## src/rtl/yu_loader_pkg.sv

```systemverilog
// Shared types and constants for the Yu Core instruction-memory loader.
package yu_loader_pkg;

   typedef enum logic [1:0] {
      IDLE  = 2'd0,
      RECV  = 2'd1,
      WRITE = 2'd2,
      DONE  = 2'd3
   } loader_state_t;

   localparam int BYTES_PER_WORD = 4;
   localparam int BYTE_IDX_WIDTH = 2;

endpackage : yu_loader_pkg

```

## src/rtl/byte_word_packer.sv

```systemverilog
// Packs a little-endian byte stream into 32-bit words.
// word_valid_o pulses in the cycle the 4th byte of a word is accepted;
// word_o holds the complete word from the following cycle until the next byte.
module byte_word_packer
   import yu_loader_pkg::*;
(
   input  logic        clk,
   input  logic        rst_n,
   input  logic        clear_i,
   input  logic        byte_fire_i,
   input  logic [7:0]  byte_i,
   output logic        word_valid_o,
   output logic [31:0] word_o
);

   localparam logic [BYTE_IDX_WIDTH-1:0] LAST_IDX = BYTE_IDX_WIDTH'(BYTES_PER_WORD - 1);

   logic [BYTE_IDX_WIDTH-1:0] idx_q, idx_d;
   logic [31:0]               word_q, word_d;

   // Next-state: shift each new byte in from the top so byte k ends up in bits [8k+7:8k].
   always_comb begin
      // NOTE: every always_comb output gets a default first, otherwise a latch is inferred.
      idx_d  = idx_q;
      word_d = word_q;
      if (clear_i) begin
         idx_d  = '0;
         word_d = '0;
      end else if (byte_fire_i) begin
         idx_d  = idx_q + BYTE_IDX_WIDTH'(1);
         word_d = {byte_i, word_q[31:8]};
      end
   end

   // Byte index and shift register state.
   always_ff @(posedge clk or negedge rst_n) begin
      // NOTE: sequential state uses non-blocking assignments so all flops update together.
      if (!rst_n) begin
         idx_q  <= '0;
         word_q <= '0;
      end else begin
         idx_q  <= idx_d;
         word_q <= word_d;
      end
   end

   assign word_valid_o = byte_fire_i && (idx_q == LAST_IDX);
   assign word_o       = word_q;

endmodule : byte_word_packer

```

## src/rtl/imem_loader.sv

```systemverilog
// Writable instruction memory for the single-cycle Yu Core.
// Loads words from a valid/ready byte stream starting at word 0 and serves a
// combinational, word-aligned read port to the core.
// Optional feature: define IMEM_LOADER_CHECKSUM_EN to add load_checksum, the
// modulo-2^32 sum of the words written by the current load.
module imem_loader
   import yu_loader_pkg::*;
#(
   parameter int ADDR_WIDTH = 32,
   parameter int DATA_WIDTH = 32,
   parameter int MEM_SIZE   = 64,
   parameter int LEN_WIDTH  = 16
) (
   input  logic                  clk,
   input  logic                  rst_n,
   input  logic                  load_start,
   input  logic [LEN_WIDTH-1:0]  load_len,
   input  logic                  byte_valid,
   input  logic [7:0]            byte_data,
   output logic                  byte_ready,
   output logic                  load_busy,
   output logic                  load_done,
   output logic                  load_error,
   input  logic [ADDR_WIDTH-1:0] address,
   output logic [DATA_WIDTH-1:0] data
`ifdef IMEM_LOADER_CHECKSUM_EN
   ,
   output logic [31:0]           load_checksum
`endif
);

   localparam int IDX_W = $clog2(MEM_SIZE);
   localparam int PTR_W = IDX_W + 1;

   logic [DATA_WIDTH-1:0] mem [MEM_SIZE];

   loader_state_t     state_q;
   logic [PTR_W-1:0]  ptr_q;
   logic [PTR_W-1:0]  len_q;
   logic              byte_ready_q;
   logic              busy_q;
   logic              done_q;
   logic              error_q;

   logic              byte_fire;
   logic              start_ok;
   logic              word_valid;
   logic [31:0]       word;
   logic [PTR_W-1:0]  ptr_next;
   logic              unused_addr;

   assign byte_fire = byte_valid && byte_ready_q;
   assign start_ok  = load_start && (state_q == IDLE || state_q == DONE);
   assign ptr_next  = ptr_q + PTR_W'(1);

   byte_word_packer u_packer (
      .clk          (clk),
      .rst_n        (rst_n),
      .clear_i      (start_ok),
      .byte_fire_i  (byte_fire),
      .byte_i       (byte_data),
      .word_valid_o (word_valid),
      .word_o       (word)
   );

   // Load FSM with registered handshake and status outputs.
   always_ff @(posedge clk or negedge rst_n) begin
      if (!rst_n) begin
         state_q      <= IDLE;
         ptr_q        <= '0;
         len_q        <= '0;
         byte_ready_q <= 1'b0;
         busy_q       <= 1'b0;
         done_q       <= 1'b0;
         error_q      <= 1'b0;
      end else begin
         case (state_q)
            IDLE, DONE: begin
               if (start_ok) begin
                  if (load_len == '0) begin
                     state_q <= DONE;
                     done_q  <= 1'b1;
                     error_q <= 1'b0;
                  end else if (load_len > LEN_WIDTH'(MEM_SIZE)) begin
                     state_q <= DONE;
                     done_q  <= 1'b1;
                     error_q <= 1'b1;
                  end else begin
                     state_q      <= RECV;
                     ptr_q        <= '0;
                     len_q        <= load_len[PTR_W-1:0];
                     byte_ready_q <= 1'b1;
                     busy_q       <= 1'b1;
                     done_q       <= 1'b0;
                     error_q      <= 1'b0;
                  end
               end
            end
            RECV: begin
               if (word_valid) begin
                  state_q      <= WRITE;
                  byte_ready_q <= 1'b0;
               end
            end
            WRITE: begin
               ptr_q <= ptr_next;
               if (ptr_next == len_q) begin
                  state_q <= DONE;
                  busy_q  <= 1'b0;
                  done_q  <= 1'b1;
               end else begin
                  state_q      <= RECV;
                  byte_ready_q <= 1'b1;
               end
            end
            default: begin
               state_q      <= IDLE;
               byte_ready_q <= 1'b0;
               busy_q       <= 1'b0;
            end
         endcase
      end
   end

   // Memory write port: one word per WRITE cycle.
   // NOTE: the array has no reset; its contents survive rst_n and start undefined.
   always_ff @(posedge clk) begin
      if (state_q == WRITE) begin
         mem[ptr_q[IDX_W-1:0]] <= word;
      end
   end

`ifdef IMEM_LOADER_CHECKSUM_EN
   logic [31:0] checksum_q;

   // Running sum of the words written by the current load.
   always_ff @(posedge clk or negedge rst_n) begin
      if (!rst_n) begin
         checksum_q <= '0;
      end else if (start_ok) begin
         checksum_q <= '0;
      end else if (state_q == WRITE) begin
         checksum_q <= checksum_q + word;
      end
   end

   assign load_checksum = checksum_q;
`endif

   // Core fetch port: byte offset within the word is ignored.
   assign data        = mem[address[IDX_W+1:2]];
   assign unused_addr = ^{address[ADDR_WIDTH-1:IDX_W+2], address[1:0]};

   assign byte_ready = byte_ready_q;
   assign load_busy  = busy_q;
   assign load_done  = done_q;
   assign load_error = error_q;

endmodule : imem_loader

```

## config.mk

```make
export PLATFORM = sky130hd
export DESIGN_NAME = imem_loader
export DESIGN_NICKNAME = d
export VERILOG_FILES = /design/src/rtl/yu_loader_pkg.sv /design/src/rtl/byte_word_packer.sv /design/src/rtl/imem_loader.sv
export SDC_FILE = /design/constraint.sdc
export NUM_CORES = 2
export LEC_CHECK = 0
export ABC_AREA = 1
export CAP_MARGIN = 20
export CORE_ASPECT_RATIO = 1.75
export CORE_MARGIN = 10
export CORE_UTILIZATION = 56
export DETAILED_ROUTE_END_ITERATION = 16
export GPL_ROUTABILITY_DRIVEN = 0
export PLACE_DENSITY = 0.75
export SYNTH_ARGS = -nofsm -noshare
export SYNTH_HDL_FRONTEND = slang
export SYNTH_SLANG_ARGS = --single-unit
```

## constraint.sdc

```tcl
create_clock -name clk -period 4.64 [get_ports clk]
set_input_delay 1.392 -clock clk [delete_from_list [all_inputs] [get_ports clk]]
set_output_delay 1.392 -clock clk [all_outputs]
set_load 0.05 [all_outputs]
```

==> flow_summary.json <==
{
  "run_status": "complete, but fails checks",
  "failed_checks": "setup timing",
  "setup-tns-final_ns": -0.859,
  "drive_above_1_share_pct": 13.4,
  "cp-start-kind": "primary input",
  "die_width_um": 313,
  "period_needed_ns": 4.76,
  "hold_path.class": "flip-flop to flip-flop",
  "dp.cells": 8894,
  "fin_nets": 7190,
  "synth-seq-area-share_pct": 74.5,
  "setup_slack_ns": -0.118,
  "totalPowerFinal_mw": 43.3,
  "initial_core_util_pct": 56.3,
  "globalRouteTotalUtil_pct": 27.4,
  "antenna_found_initial": 2,
  "grt_pass1_wl_um": 347000,
  "detail_route.drc_violations": 0,
  "fill_cells": 10100,
  "rows": 188,
  "first_pass_iters": 9,
  "max_slew.worst_pin.slew_ns": 1.21,
  "iteration_0_drc_count_of_the_detailed_router": 7638,
  "post-route-period-util_pct": 103,
  "drt_total_wl_um": 236000,
  "critPathMaxFanout": 9,
  "clk_latency_worst_skew_pair_ns": 0.81,
  "worst_ir_drop_vdd_v": 0.000402,
  "num_vias": 57600,
  "synth.largest_area_cell": "sky130_fd_sc_hd__edfxtp_1",
  "max_freq_ghz": 0.210,
  "cellLeakagePower_nw": 35.1,
  "seq_power_share_pct": 54.6,
  "cts_tree": "yes",
  "synthesis.nets": 6919,
  "worst_hold_slack_ns": 0.490,
  "detailedPlacementHpwl_um": 139000,
  "leading_cell_types_in_the_layout_fill_and_taps_excluded": "sky130_fd_sc_hd__edfxtp_1, sky130_fd_sc_hd__nand2_1, sky130_fd_sc_hd__nand3_1",
  "syn_area_per_cell_um2": 12.3,
  "setup-violations-final": 19,
  "clkTransAtPathRegs_ns": 0.07,
  "top_level_ports": 96,
  "yosys-top-cells-area": "sky130_fd_sc_hd__edfxtp_1, sky130_fd_sc_hd__nand3_1, sky130_fd_sc_hd__nand2_1, sky130_fd_sc_hd__o21ai_0, sky130_fd_sc_hd__nor2_1",
  "maxCapViolCount": 0,
  "viasPerCell": 6.21,
  "clock_sink_count": 2102,
  "floorplan.die.height_um": 533,
  "final_common_cell": "sky130_fd_sc_hd__edfxtp_1",
  "synthesis.instances": 6854,
  "cts_htree_levels": 4,
  "crit_arrival_ns": 3.37,
  "cp.required_ns": 3.25,
  "unique_cell_type_count_in_the_yosys_netlist": 26,
  "grt_pass1_vias": 56600,
  "maxSlewViolCount": 0,
  "clkPwrFrac_pct": 33.5,
  "final-instance-count-excl-fill": 9266,
  "number_of_hold_violations_in_the_final_report": 0,
  "preCtsSetupSlack_ns": -0.261,
  "endpoint_kind": "output port",
  "cts_made_buffers": 172,
  "netSwitchingPower_mw": 11.0,
  "globalRoute.totalOverflow": 0,
  "critPathKind": "primary input to output port",
  "grt_setup_unrepaired": "true",
  "synthesized_cell_area_um2": 84400,
  "power_density_nw_per_um2": 441,
  "maximum_number_of_pins_on_one_net_before_global_route_repair": 73,
  "int_pwr_mw": 32.3,
  "syn_warnings": 0,
  "yosysTopAreaCellShare_pct": 72.9,
  "core_um2": 150000,
  "cts_root_buffer": "sky130_fd_sc_hd__clkbuf_16",
  "io_buffers": 69,
  "detail-route-antenna-nets": 0,
  "clock-skew-final_ns": 0.0270,
  "total_die_area_um2": 167000,
  "post_drt_wl_per_cell_um": 25.4,
  "power.share.combinational_pct": 11.9,
  "p_sw_share_pct": 25.4,
  "relSlewSlack_pct": 18.9,
  "syn_to_final_growth_pct": 16.5,
  "yosys_register_bits": 2102,
  "clk_path_buf_depth": 3
}
[layer usage]
layer | part of all wire, % | track usage (%) | wire length [µm] | vias to the layer above
met4 | 5.6 | 15.6 | 13100 | 2
met2 | 51 | 47.6 | 121000 | 3682
met1 | 33 | 31.9 | 77400 | 27900
li1 | - | - | - | 25200
met3 | 10 | 4.75 | 24000 | 793
met5 | 0.0055 | 0 | 13 | -
[path summary, 6_finish.rpt]
kind                       cells after the start  slack (ns)                  end       start
max in group asynchronous                      2        3.14  u_packer.word_o[10]       rst_n
min in group asynchronous                      1        0.66           state_q[0]       rst_n
max reg2reg                                    7        0.94          mem[62][12]  state_q[0]
min                                            2        0.49            load_done   load_done
max                                           14       -0.12             data[31]  address[2]
min reg2reg                                    2        0.49            load_done   load_done
[sequential cells by signal, summed over array words and instances, names as in the netlist]
signal           cells
state_q              2
load_done            1
u_packer.idx_q       2
ptr_q                7
u_packer.word_o     32
load_busy            1
len_q                7
mem               2048
byte_ready           1
load_error           1
[synthesized netlist by cell type, drive strengths merged]
| cell | instances |
|---|---|
| dfrtp | 54 |
| xnor2 | 1 |
| nand3 | 1241 |
| clkbuf | 208 |
| edfxtp | 2048 |
| clkinv | 1 |
| buf | 251 |
| o22ai | 198 |
| ha | 5 |
| nor4 | 7 |
| nor2 | 466 |
| inv | 182 |
| nand2 | 1497 |
| a22oi | 1 |
| nand3b | 1 |
| a21oi | 135 |
| nand4 | 6 |
| o21ai | 552 |
[layout make-up]
| cell class | instances | area (µm²) | area share (%) |
|---|---|---|---|
| flip-flops and latches | 2102 | 62900 | 64.0 |
| multi-input cells | 4110 | 19400 | 19.7 |
| repair buffers | 554 | 7180 | 7.31 |
| clock buffers | 223 | 4630 | 4.71 |
| well taps | 1995 | 2500 | 2.54 |
| clock inverters | 96 | 907 | 0.923 |
| inverters | 183 | 742 | 0.755 |
| repair inverters | 2 | 50.0 | 0.0509 |
| diodes | 1 | 2.50 | 0.00255 |
[power by group through the flow]
stage	registers, mW	logic [mW]	clock network (mW)
detailed placement	24.7	3.98	0
global route	23.7	5.44	15.3
CTS	24.3	4.12	14.6
global placement	24.7	3.79	0
finish	23.7	5.13	14.5
floorplan	24.4	1.86	0
[kinds of logic (layout without fill, tap and decap cells)]
kind of cell | Yosys count | count (layout) | share of synthesized area, %
AOI/OAI and AO/OA | 886 | 886 | 5.55
xor gates and xnor gates | 1 | 1 | 0.0104
adders and majority gates | 5 | 5 | 0.0741
buffers and inverters | 642 | 1058 | 3.66
DFF | 2102 | 2102 | 74.5
other | 0 | 1 | 0
and+or+nand+nor | 3218 | 3218 | 16.2
[worst max-delay path: stages]
cell and delay, ns:
sky130_fd_sc_hd__buf_16 0.20, sky130_fd_sc_hd__buf_16 0.22, sky130_fd_sc_hd__buf_16 0.21, sky130_fd_sc_hd__buf_12 0.14, sky130_fd_sc_hd__o21ai_0 0.10, sky130_fd_sc_hd__o22ai_1 0.19
sky130_fd_sc_hd__nand2_1 0.13, sky130_fd_sc_hd__nand3_2 0.11, sky130_fd_sc_hd__nand3_2 0.09, sky130_fd_sc_hd__nand2_1 0.09, sky130_fd_sc_hd__nand2_1 0.06, sky130_fd_sc_hd__nand2_2 0.08
sky130_fd_sc_hd__buf_12 0.12, sky130_fd_sc_hd__buf_12 0.13
[metrics by stage]
stage          area (µm²)  utilization, %
6_report            98300            65.6
5_1_grt             98300            65.6
4_1_cts             97200            64.9
3_5_place_dp        90800            60.6
3_3_place_gp        90700            60.6
2_1_floorplan       84400               -
[repair_timing]
action | in CTS | in global routing
pin swaps | 6 | 20
endpoints found under the setup margin | 32 | 32
hold buffers | 0 | 0
setup buffers | 5 | 10
gates resized for setup | 113 | 136
endpoints found under the hold margin | 0 | 0
cloned | 14 | 9
(Power assumes the default switching activity.)
